### src/rtl/dmx_pkg.sv
// Shared DMX512 definitions: slot limits, line-state enum and
// timing helpers used by both the input and output paths.
package dmx_pkg;

  localparam int DMX_MAX_SLOTS = 513;
  localparam int DMX_ADDR_W    = 10;
  localparam int DMX_STOP_BITS = 2;
  localparam int DMX_TMR_W     = 12;

  typedef enum logic [2:0] {
    ST_IDLE,
    ST_BREAK,
    ST_MAB,
    ST_START,
    ST_DATA,
    ST_STOP,
    ST_MBB
  } dmx_state_e;

  function automatic int us_to_cyc(int clk_hz, int us);
    return int'((longint'(clk_hz) * longint'(us)) / 64'd1_000_000);
  endfunction

  function automatic int baud_to_cyc(int clk_hz, int baud);
    return clk_hz / baud;
  endfunction

  // 0 still sends a start code; anything above the buffer is capped.
  function automatic logic [DMX_ADDR_W-1:0] dmx_clamp_slots(
    logic [DMX_ADDR_W-1:0] n,
    logic [DMX_ADDR_W-1:0] mx
  );
    if (n == '0) return DMX_ADDR_W'(1);
    if (n > mx) return mx;
    return n;
  endfunction

endpackage

### src/rtl/dmx_byte_serializer.sv
// One DMX slot on the wire: start bit, 8 data bits LSB first,
// two stop bits, each bit_cyc clocks long.
module dmx_byte_serializer
  import dmx_pkg::*;
(
  input  logic                 clk,
  input  logic                 rst,
  input  logic                 load,
  input  logic [7:0]           byte_in,
  input  logic [DMX_TMR_W-1:0] bit_cyc,
  output logic                 tx_bit,
  output logic                 byte_done,
  output logic                 fetch
);

  dmx_state_e           ph_q, ph_d;
  logic [DMX_TMR_W-1:0] cnt_q, cnt_d;
  logic [3:0]           bit_q, bit_d;
  logic [7:0]           sh_q, sh_d;
  logic                 last;

  assign last = (cnt_q == '0);

  always_comb begin
    ph_d      = ph_q;
    cnt_d     = cnt_q;
    bit_d     = bit_q;
    sh_d      = sh_q;
    byte_done = 1'b0;
    fetch     = 1'b0;
    case (ph_q)
      ST_START: begin
        cnt_d = last ? bit_cyc - 1'b1 : cnt_q - 1'b1;
        if (last) begin
          ph_d  = ST_DATA;
          bit_d = '0;
        end
      end
      ST_DATA: begin
        cnt_d = last ? bit_cyc - 1'b1 : cnt_q - 1'b1;
        if (last) begin
          sh_d = sh_q >> 1;
          if (bit_q == 4'd7) begin
            ph_d  = ST_STOP;
            bit_d = '0;
            fetch = 1'b1;
          end else begin
            bit_d = bit_q + 1'b1;
          end
        end
      end
      ST_STOP: begin
        cnt_d = last ? bit_cyc - 1'b1 : cnt_q - 1'b1;
        if (last) begin
          if (bit_q == 4'(DMX_STOP_BITS - 1)) begin
            byte_done = 1'b1;
            ph_d      = ST_IDLE;
          end else begin
            bit_d = bit_q + 1'b1;
          end
        end
      end
      default: ;
    endcase
    // Back-to-back slots: a load on the final stop cycle wins.
    if (load) begin
      ph_d  = ST_START;
      cnt_d = bit_cyc - 1'b1;
      bit_d = '0;
      sh_d  = byte_in;
    end
  end

  always_ff @(posedge clk) begin
    if (rst) begin
      ph_q  <= ST_IDLE;
      cnt_q <= '0;
      bit_q <= '0;
      sh_q  <= '0;
    end else begin
      ph_q  <= ph_d;
      cnt_q <= cnt_d;
      bit_q <= bit_d;
      sh_q  <= sh_d;
    end
  end

  always_comb begin
    tx_bit = 1'b1;
    if (ph_q == ST_START) tx_bit = 1'b0;
    else if (ph_q == ST_DATA) tx_bit = sh_q[0];
  end

endmodule

### src/rtl/dmx_output_frame_tx.sv
// DMX512 frame transmitter: break, MAB, slots fetched from EBR,
// MBB, repeating while enabled.
module dmx_output_frame_tx
  import dmx_pkg::*;
#(
  parameter int CLK_FREQ        = 20_000_000,
  parameter int BAUD_RATE       = 250_000,
  parameter int BREAK_US        = 176,
  parameter int MAB_US          = 12,
  parameter int MBB_US          = 20,
  parameter int DMX_BUFFER_SIZE = DMX_MAX_SLOTS
) (
  input  logic       clk,
  input  logic       rst,
  input  logic       enable,
  input  logic [9:0] slot_count,
  output logic [9:0] mem_addr,
  input  logic [7:0] mem_data,
  output logic       tx,
  output logic       DE,
  output logic       frame_busy,
  output logic       frame_done,
  output logic       Signal_Sending_LED
);

  localparam logic [DMX_TMR_W-1:0] BIT_CYC =
    DMX_TMR_W'(baud_to_cyc(CLK_FREQ, BAUD_RATE));
  localparam logic [DMX_TMR_W-1:0] BREAK_CYC =
    DMX_TMR_W'(us_to_cyc(CLK_FREQ, BREAK_US));
  localparam logic [DMX_TMR_W-1:0] MAB_CYC =
    DMX_TMR_W'(us_to_cyc(CLK_FREQ, MAB_US));
  localparam logic [DMX_TMR_W-1:0] MBB_CYC =
    DMX_TMR_W'(us_to_cyc(CLK_FREQ, MBB_US));
  localparam logic [DMX_ADDR_W-1:0] MAX_CNT =
    DMX_ADDR_W'(DMX_BUFFER_SIZE);

  dmx_state_e            state_q, state_d;
  logic [DMX_TMR_W-1:0]  tmr_q, tmr_d;
  logic [DMX_ADDR_W-1:0] slot_q, slot_d;
  logic [DMX_ADDR_W-1:0] eff_q, eff_d;
  logic [DMX_ADDR_W-1:0] addr_q, addr_d;
  logic [7:0]            hold_q, hold_d;
  logic                  pend_q, pend_d;
  logic                  cap_q, cap_d;
  logic                  done_q, done_d;
  logic                  ser_load, ser_tx, ser_done, ser_fetch;
  logic                  more;

  dmx_byte_serializer u_ser (
    .clk      (clk),
    .rst      (rst),
    .load     (ser_load),
    .byte_in  (hold_q),
    .bit_cyc  (BIT_CYC),
    .tx_bit   (ser_tx),
    .byte_done(ser_done),
    .fetch    (ser_fetch)
  );

  assign more = (slot_q + 1'b1) < eff_q;

  always_comb begin
    state_d  = state_q;
    tmr_d    = tmr_q;
    slot_d   = slot_q;
    eff_d    = eff_q;
    addr_d   = addr_q;
    hold_d   = hold_q;
    pend_d   = 1'b0;
    cap_d    = pend_q;
    done_d   = 1'b0;
    ser_load = 1'b0;
    // EBR read data lands one clock after the address.
    if (cap_q) hold_d = mem_data;
    case (state_q)
      ST_IDLE: begin
        if (enable) begin
          state_d = ST_BREAK;
          tmr_d   = BREAK_CYC - 1'b1;
          eff_d   = dmx_clamp_slots(slot_count, MAX_CNT);
        end
      end
      ST_BREAK: begin
        tmr_d = tmr_q - 1'b1;
        if (tmr_q == '0) begin
          state_d = ST_MAB;
          tmr_d   = MAB_CYC - 1'b1;
          addr_d  = '0;
          pend_d  = 1'b1;
        end
      end
      ST_MAB: begin
        tmr_d = tmr_q - 1'b1;
        if (tmr_q == '0) begin
          state_d  = ST_START;
          slot_d   = '0;
          ser_load = 1'b1;
        end
      end
      ST_START: begin
        if (ser_fetch && more) begin
          addr_d = slot_q + 1'b1;
          pend_d = 1'b1;
        end
        if (ser_done) begin
          if (more) begin
            ser_load = 1'b1;
            slot_d   = slot_q + 1'b1;
          end else begin
            state_d = ST_MBB;
            tmr_d   = MBB_CYC - 1'b1;
            done_d  = 1'b1;
          end
        end
      end
      ST_MBB: begin
        tmr_d = tmr_q - 1'b1;
        if (tmr_q == '0) begin
          if (enable) begin
            state_d = ST_BREAK;
            tmr_d   = BREAK_CYC - 1'b1;
            eff_d   = dmx_clamp_slots(slot_count, MAX_CNT);
          end else begin
            state_d = ST_IDLE;
          end
        end
      end
      default: state_d = ST_IDLE;
    endcase
  end

  always_ff @(posedge clk) begin
    if (rst) begin
      state_q <= ST_IDLE;
      tmr_q   <= '0;
      slot_q  <= '0;
      eff_q   <= DMX_ADDR_W'(1);
      addr_q  <= '0;
      hold_q  <= '0;
      pend_q  <= 1'b0;
      cap_q   <= 1'b0;
      done_q  <= 1'b0;
    end else begin
      state_q <= state_d;
      tmr_q   <= tmr_d;
      slot_q  <= slot_d;
      eff_q   <= eff_d;
      addr_q  <= addr_d;
      hold_q  <= hold_d;
      pend_q  <= pend_d;
      cap_q   <= cap_d;
      done_q  <= done_d;
    end
  end

  always_comb begin
    tx = 1'b1;
    if (state_q == ST_BREAK) tx = 1'b0;
    else if (state_q == ST_START) tx = ser_tx;
  end

  assign DE                 = (state_q != ST_IDLE);
  assign frame_busy         = DE;
  assign Signal_Sending_LED = DE;
  assign frame_done         = done_q;
  assign mem_addr           = addr_q;

endmodule
### config.mk
export PLATFORM = sky130hd
export DESIGN_NAME = dmx_output_frame_tx
export DESIGN_NICKNAME = d
export VERILOG_FILES = /design/src/rtl/dmx_pkg.sv /design/src/rtl/dmx_byte_serializer.sv /design/src/rtl/dmx_output_frame_tx.sv
export SDC_FILE = /design/constraint.sdc
export NUM_CORES = 1
export LEC_CHECK = 0
export ABC_AREA = 1
export CAP_MARGIN = 25
export CORE_MARGIN = 4
export CORE_UTILIZATION = 50
export CTS_BUF_LIST = sky130_fd_sc_hd__clkbuf_4 sky130_fd_sc_hd__clkbuf_8
export DETAILED_ROUTE_END_ITERATION = 6
export PLACE_DENSITY = 0.7
export SYNTH_ARGS = -nofsm -noshare
export SYNTH_HDL_FRONTEND = slang
export SYNTH_SLANG_ARGS = --single-unit
### constraint.sdc
create_clock -name clk -period 4.8 [get_ports clk]
set_clock_uncertainty 0.1 [all_clocks]
set_input_delay 0.96 -clock clk [delete_from_list [all_inputs] [get_ports clk]]
set_output_delay 0.96 -clock clk [all_outputs]
set_load 0.01 [all_outputs]
==> results.toml <==
[timing]
maxSlewHeadroom = 0.509
finalSetupViolCount = 0
drv_slew = 0
worstMarginPinSlew_ns = 0.734
setup-tns-final_ns = 0
finalWorstPathRequiredPeriod_ns = 3.25
finalHoldViolations = 0
layout_worst_path_cycle_share = 0.677
finalWorstSetupSlack_ns = 1.55
rsz_0062_raised_after_global_routing = "no"
timing.fmax_ghz = 0.308

[global_routing]
grt_max_degree = 32
globalRoute.busiestLayer = "met2"
grtUsageMet1 = 0.276
grt_pass1_wl_mm = 20.5
number_of_antenna_violations_at_the_first_check_in_global_routing = 0
grt_util_met3 = 0.0446
first_global_vias = 4534
met2_usage = 0.378
grt_overflow_total = 0
global_route.usage.total = 0.218

[clocking]
clk_transition_reported_paths_ns = 0.09
clock_insertion_delay_worst_skew_ns = 0.36
cts-hold-fix-buffers = 0
ctsHtreeMaxLevel = 3
numCtsBuffers = 9
clock_tree.buffer_depth = 2
tritoncts_num_sinks = 83
cts.root.buffer_cell = "sky130_fd_sc_hd__clkbuf_8"
cts-resized-gates = 0
count_of_buffers_added_by_post_cts_timing_repair_for_setup = 0
clock_tree_from_tritoncts = "built"

[setup_path]
timing.critical_path.slowest_cell_delay_ns = 0.46
critPathBufInv = 2
cp_max_fo = 12
criticalPathCategory = "reg2reg"
ordered_cell_list_for_the_critical_path = "ha_1 > nand2_1 > inv_1 > nand2_1 > nor2_1 > nand3b_1 > xor2_1 > inv_1 > ha_1 > nand2_1 > nor2_1 > nand3_1 > nand4_1 > nand2_1 > nor2_2 > nand2_1 > nor2_1 > nor2_1"
endpoint_kind = "flop"
worst_path_max_delay_cell = "sky130_fd_sc_hd__dfxtp_1"
cp_data_arrival_time_ns = 3.41
critical_path.top_delay_family = "simple AND/OR/NAND/NOR gates"
setup_crit_start_kind = "flop"
critPathMostFrequentCell = "sky130_fd_sc_hd__nand2_1"
worstSetupPathDepth = 18
required_arrival_time_at_the_worst_endpoint_ns = 4.96
worst_reg_to_reg_cells = 18

[layout]
most-common-layout-cells = "sky130_fd_sc_hd__nand2_1, sky130_fd_sc_hd__nor2_1, sky130_fd_sc_hd__inv_1, sky130_fd_sc_hd__dfxtp_1, sky130_fd_sc_hd__nand3_1"
layout-area-overhead-vs-synth_pct = 13.3
final_layout_size_suffix_gt1_frac = 0.0663
num-nets-final = 831
n_antenna_cell = 0
num-fill-cells = 947
layout_commonest_cell = "sky130_fd_sc_hd__nand2_1"

[routing]
drt_first_pass_iters = 5
routed_wl_mm = 11.8
routed_via_density = 5.18
avgRoutedWirePerCell_um = 12.8
ant_nets = 0
dr.first_iter.drc_count = 291
route.vias.total = 4805
drc_errors = 0

[floorplanning]
core_region_area_sq_um = 9370
io_pins = 36
dieWidth_um = 107
die_area_sq_um = 11400
fp-row-count = 35
initial_standard_cell_utilization_of_the_core = 0.519
die_height_um = 107

[yosys]
yosysWarningCount = 0
syn-mean-instance-area_sq_um = 6.38
seq_area_frac_synth = 0.341
ys_seq_elements = 83
ys_types = 38
synthesis.instances = 763
area_fraction_of_the_dominant_cell_type_after_synthesis = 0.341
synth_top_cells_by_area = "sky130_fd_sc_hd__dfxtp_1, sky130_fd_sc_hd__nand2_1, sky130_fd_sc_hd__nor2_1"
synth_fp_nets = 800
post-synth-top-area-cell = "sky130_fd_sc_hd__dfxtp_1"
syn-cell-area_sq_um = 4870

[min_path]
hold_class = "reg2reg"
hold_depth = 2

[place]
detailed_place_hpwl_mm = 8.94
placement.setup.worst_slack_ns = 1.67
port_buffers = 35
globalplace.congestion = 0.951

[power_and_ir_drop]
vdd.ir_drop.worst_v = 0.000184
leakage_nw = 2.65
power.density_cell_area_nw_per_um2 = 454

[job]
max_cap_violations = 0

[run_status]
run_status = "complete, no violations"
[area by class of cell]
cell class	count	area [sq um]	share of cell area
multi-input combinational	552	2690	0.489
sequential	83	1660	0.301
inverter	110	415	0.0753
timing repair buffer	38	373	0.0676
tap	129	161	0.0293
clock buffer	10	138	0.0250
clock inverter	6	71.3	0.0129
[sequential cells by signal (all words and copies together), names as in the netlist, 3 cells and up]
name         count
slot_q          10
eff_q           10
state_q          3
mem_addr        10
u_ser.ph_q       3
u_ser.sh_q       8
u_ser.bit_q      4
hold_q           8
u_ser.cnt_q     12
tmr_q           12
[worst reg2reg max path, cell delays in order, from the launching register on]
cell                       delay [ns]
sky130_fd_sc_hd__dfxtp_1         0.46
sky130_fd_sc_hd__ha_1            0.21
sky130_fd_sc_hd__nand2_1         0.05
sky130_fd_sc_hd__inv_1           0.09
sky130_fd_sc_hd__nand2_1         0.07
sky130_fd_sc_hd__nor2_1          0.20
sky130_fd_sc_hd__nand3b_1        0.12
sky130_fd_sc_hd__xor2_1          0.21
sky130_fd_sc_hd__inv_1           0.07
sky130_fd_sc_hd__ha_1            0.27
sky130_fd_sc_hd__nand2_1         0.06
sky130_fd_sc_hd__nor2_1          0.14
sky130_fd_sc_hd__nand3_1         0.14
sky130_fd_sc_hd__nand4_1         0.21
sky130_fd_sc_hd__nand2_1         0.09
sky130_fd_sc_hd__nor2_2          0.40
sky130_fd_sc_hd__nand2_1         0.10
sky130_fd_sc_hd__nor2_1          0.10
sky130_fd_sc_hd__nor2_1          0.05
[where the power goes]
part,switching (mW),internal (mW)
Combinational,0.712,0.377
Sequential,0.0925,0.788
Clock,0.274,0.259
Total,1.08,1.42
[synth_stat cells]
master and number:
sky130_fd_sc_hd__ha_1 16, sky130_fd_sc_hd__nand3b_1 3, sky130_fd_sc_hd__nand4_1 14, sky130_fd_sc_hd__dfxtp_1 83, sky130_fd_sc_hd__o21ai_2 1, sky130_fd_sc_hd__o211a_1 1
sky130_fd_sc_hd__nand2_1 169, sky130_fd_sc_hd__nand2_4 1, sky130_fd_sc_hd__nor2_4 2, sky130_fd_sc_hd__buf_6 2, sky130_fd_sc_hd__buf_4 3, sky130_fd_sc_hd__nand2_2 8
sky130_fd_sc_hd__inv_1 104, sky130_fd_sc_hd__or2_2 2, sky130_fd_sc_hd__o22ai_1 1, sky130_fd_sc_hd__nand3_2 1, sky130_fd_sc_hd__o31ai_1 1, sky130_fd_sc_hd__o21ai_1 10
sky130_fd_sc_hd__nor2_1 147, sky130_fd_sc_hd__nor3_4 1, sky130_fd_sc_hd__nor3_1 8, sky130_fd_sc_hd__buf_2 3, sky130_fd_sc_hd__a21oi_2 1, sky130_fd_sc_hd__nor2_8 1
sky130_fd_sc_hd__a21boi_0 1, sky130_fd_sc_hd__nor2_2 9, sky130_fd_sc_hd__xor2_1 15, sky130_fd_sc_hd__nand3_1 53, sky130_fd_sc_hd__o21a_1 1, sky130_fd_sc_hd__and3_1 1
sky130_fd_sc_hd__a21oi_1 44, sky130_fd_sc_hd__o21ai_0 34, sky130_fd_sc_hd__clkbuf_1 10, sky130_fd_sc_hd__inv_2 5, sky130_fd_sc_hd__inv_4 1, sky130_fd_sc_hd__xnor2_1 4
sky130_fd_sc_hd__nand3_4 1, sky130_fd_sc_hd__nor4_1 1
[through the flow]
step	utilization	instance area, sq um	instances	power [mW]	hold slack, ns
after global placement	0.566	5310	912	1.94	0.330
final	0.588	5510	928	2.50	0.329
after global routing	0.588	5510	928	2.71	0.344
after floorplan	-	4870	763	1.72	0.288
after CTS	0.588	5510	928	2.51	0.342
after detailed placement	0.566	5310	912	1.97	0.323
[logic make-up after synthesis]
logic type	Yosys count	share of synthesized area
AND/OR/NAND/NOR	422	0.376
buffers and inverters	128	0.105
AO/OA/AOI/OAI	95	0.102
flip-flops	83	0.341
XOR/XNOR	19	0.0342
adder cells (fa/ha/maj)	16	0.0411
[worst paths after layout]
| kind | slack [ns] | startpoint | endpoint |
|---|---|---|---|
| hold / removal | 0.33 | cap_d$_SDFF_PP0_ | cap_q$_SDFF_PP0_ |
| hold reg to reg | 0.33 | cap_d$_SDFF_PP0_ | cap_q$_SDFF_PP0_ |
| setup reg to reg | 1.55 | slot_q[0]$_SDFFE_PP0P_ | tmr_q[2]$_SDFFE_PP0P_ |
| setup / recovery | 1.55 | slot_q[0]$_SDFFE_PP0P_ | tmr_q[2]$_SDFFE_PP0P_ |
[layer usage]
layer	wire, um	vias to the layer above
li1	-	2461
met1	5310	2189
met2	5720	137
met3	630	18
met4	186	0
met5	0	-
No activity file was read; power rests on OpenSTA's default activity.
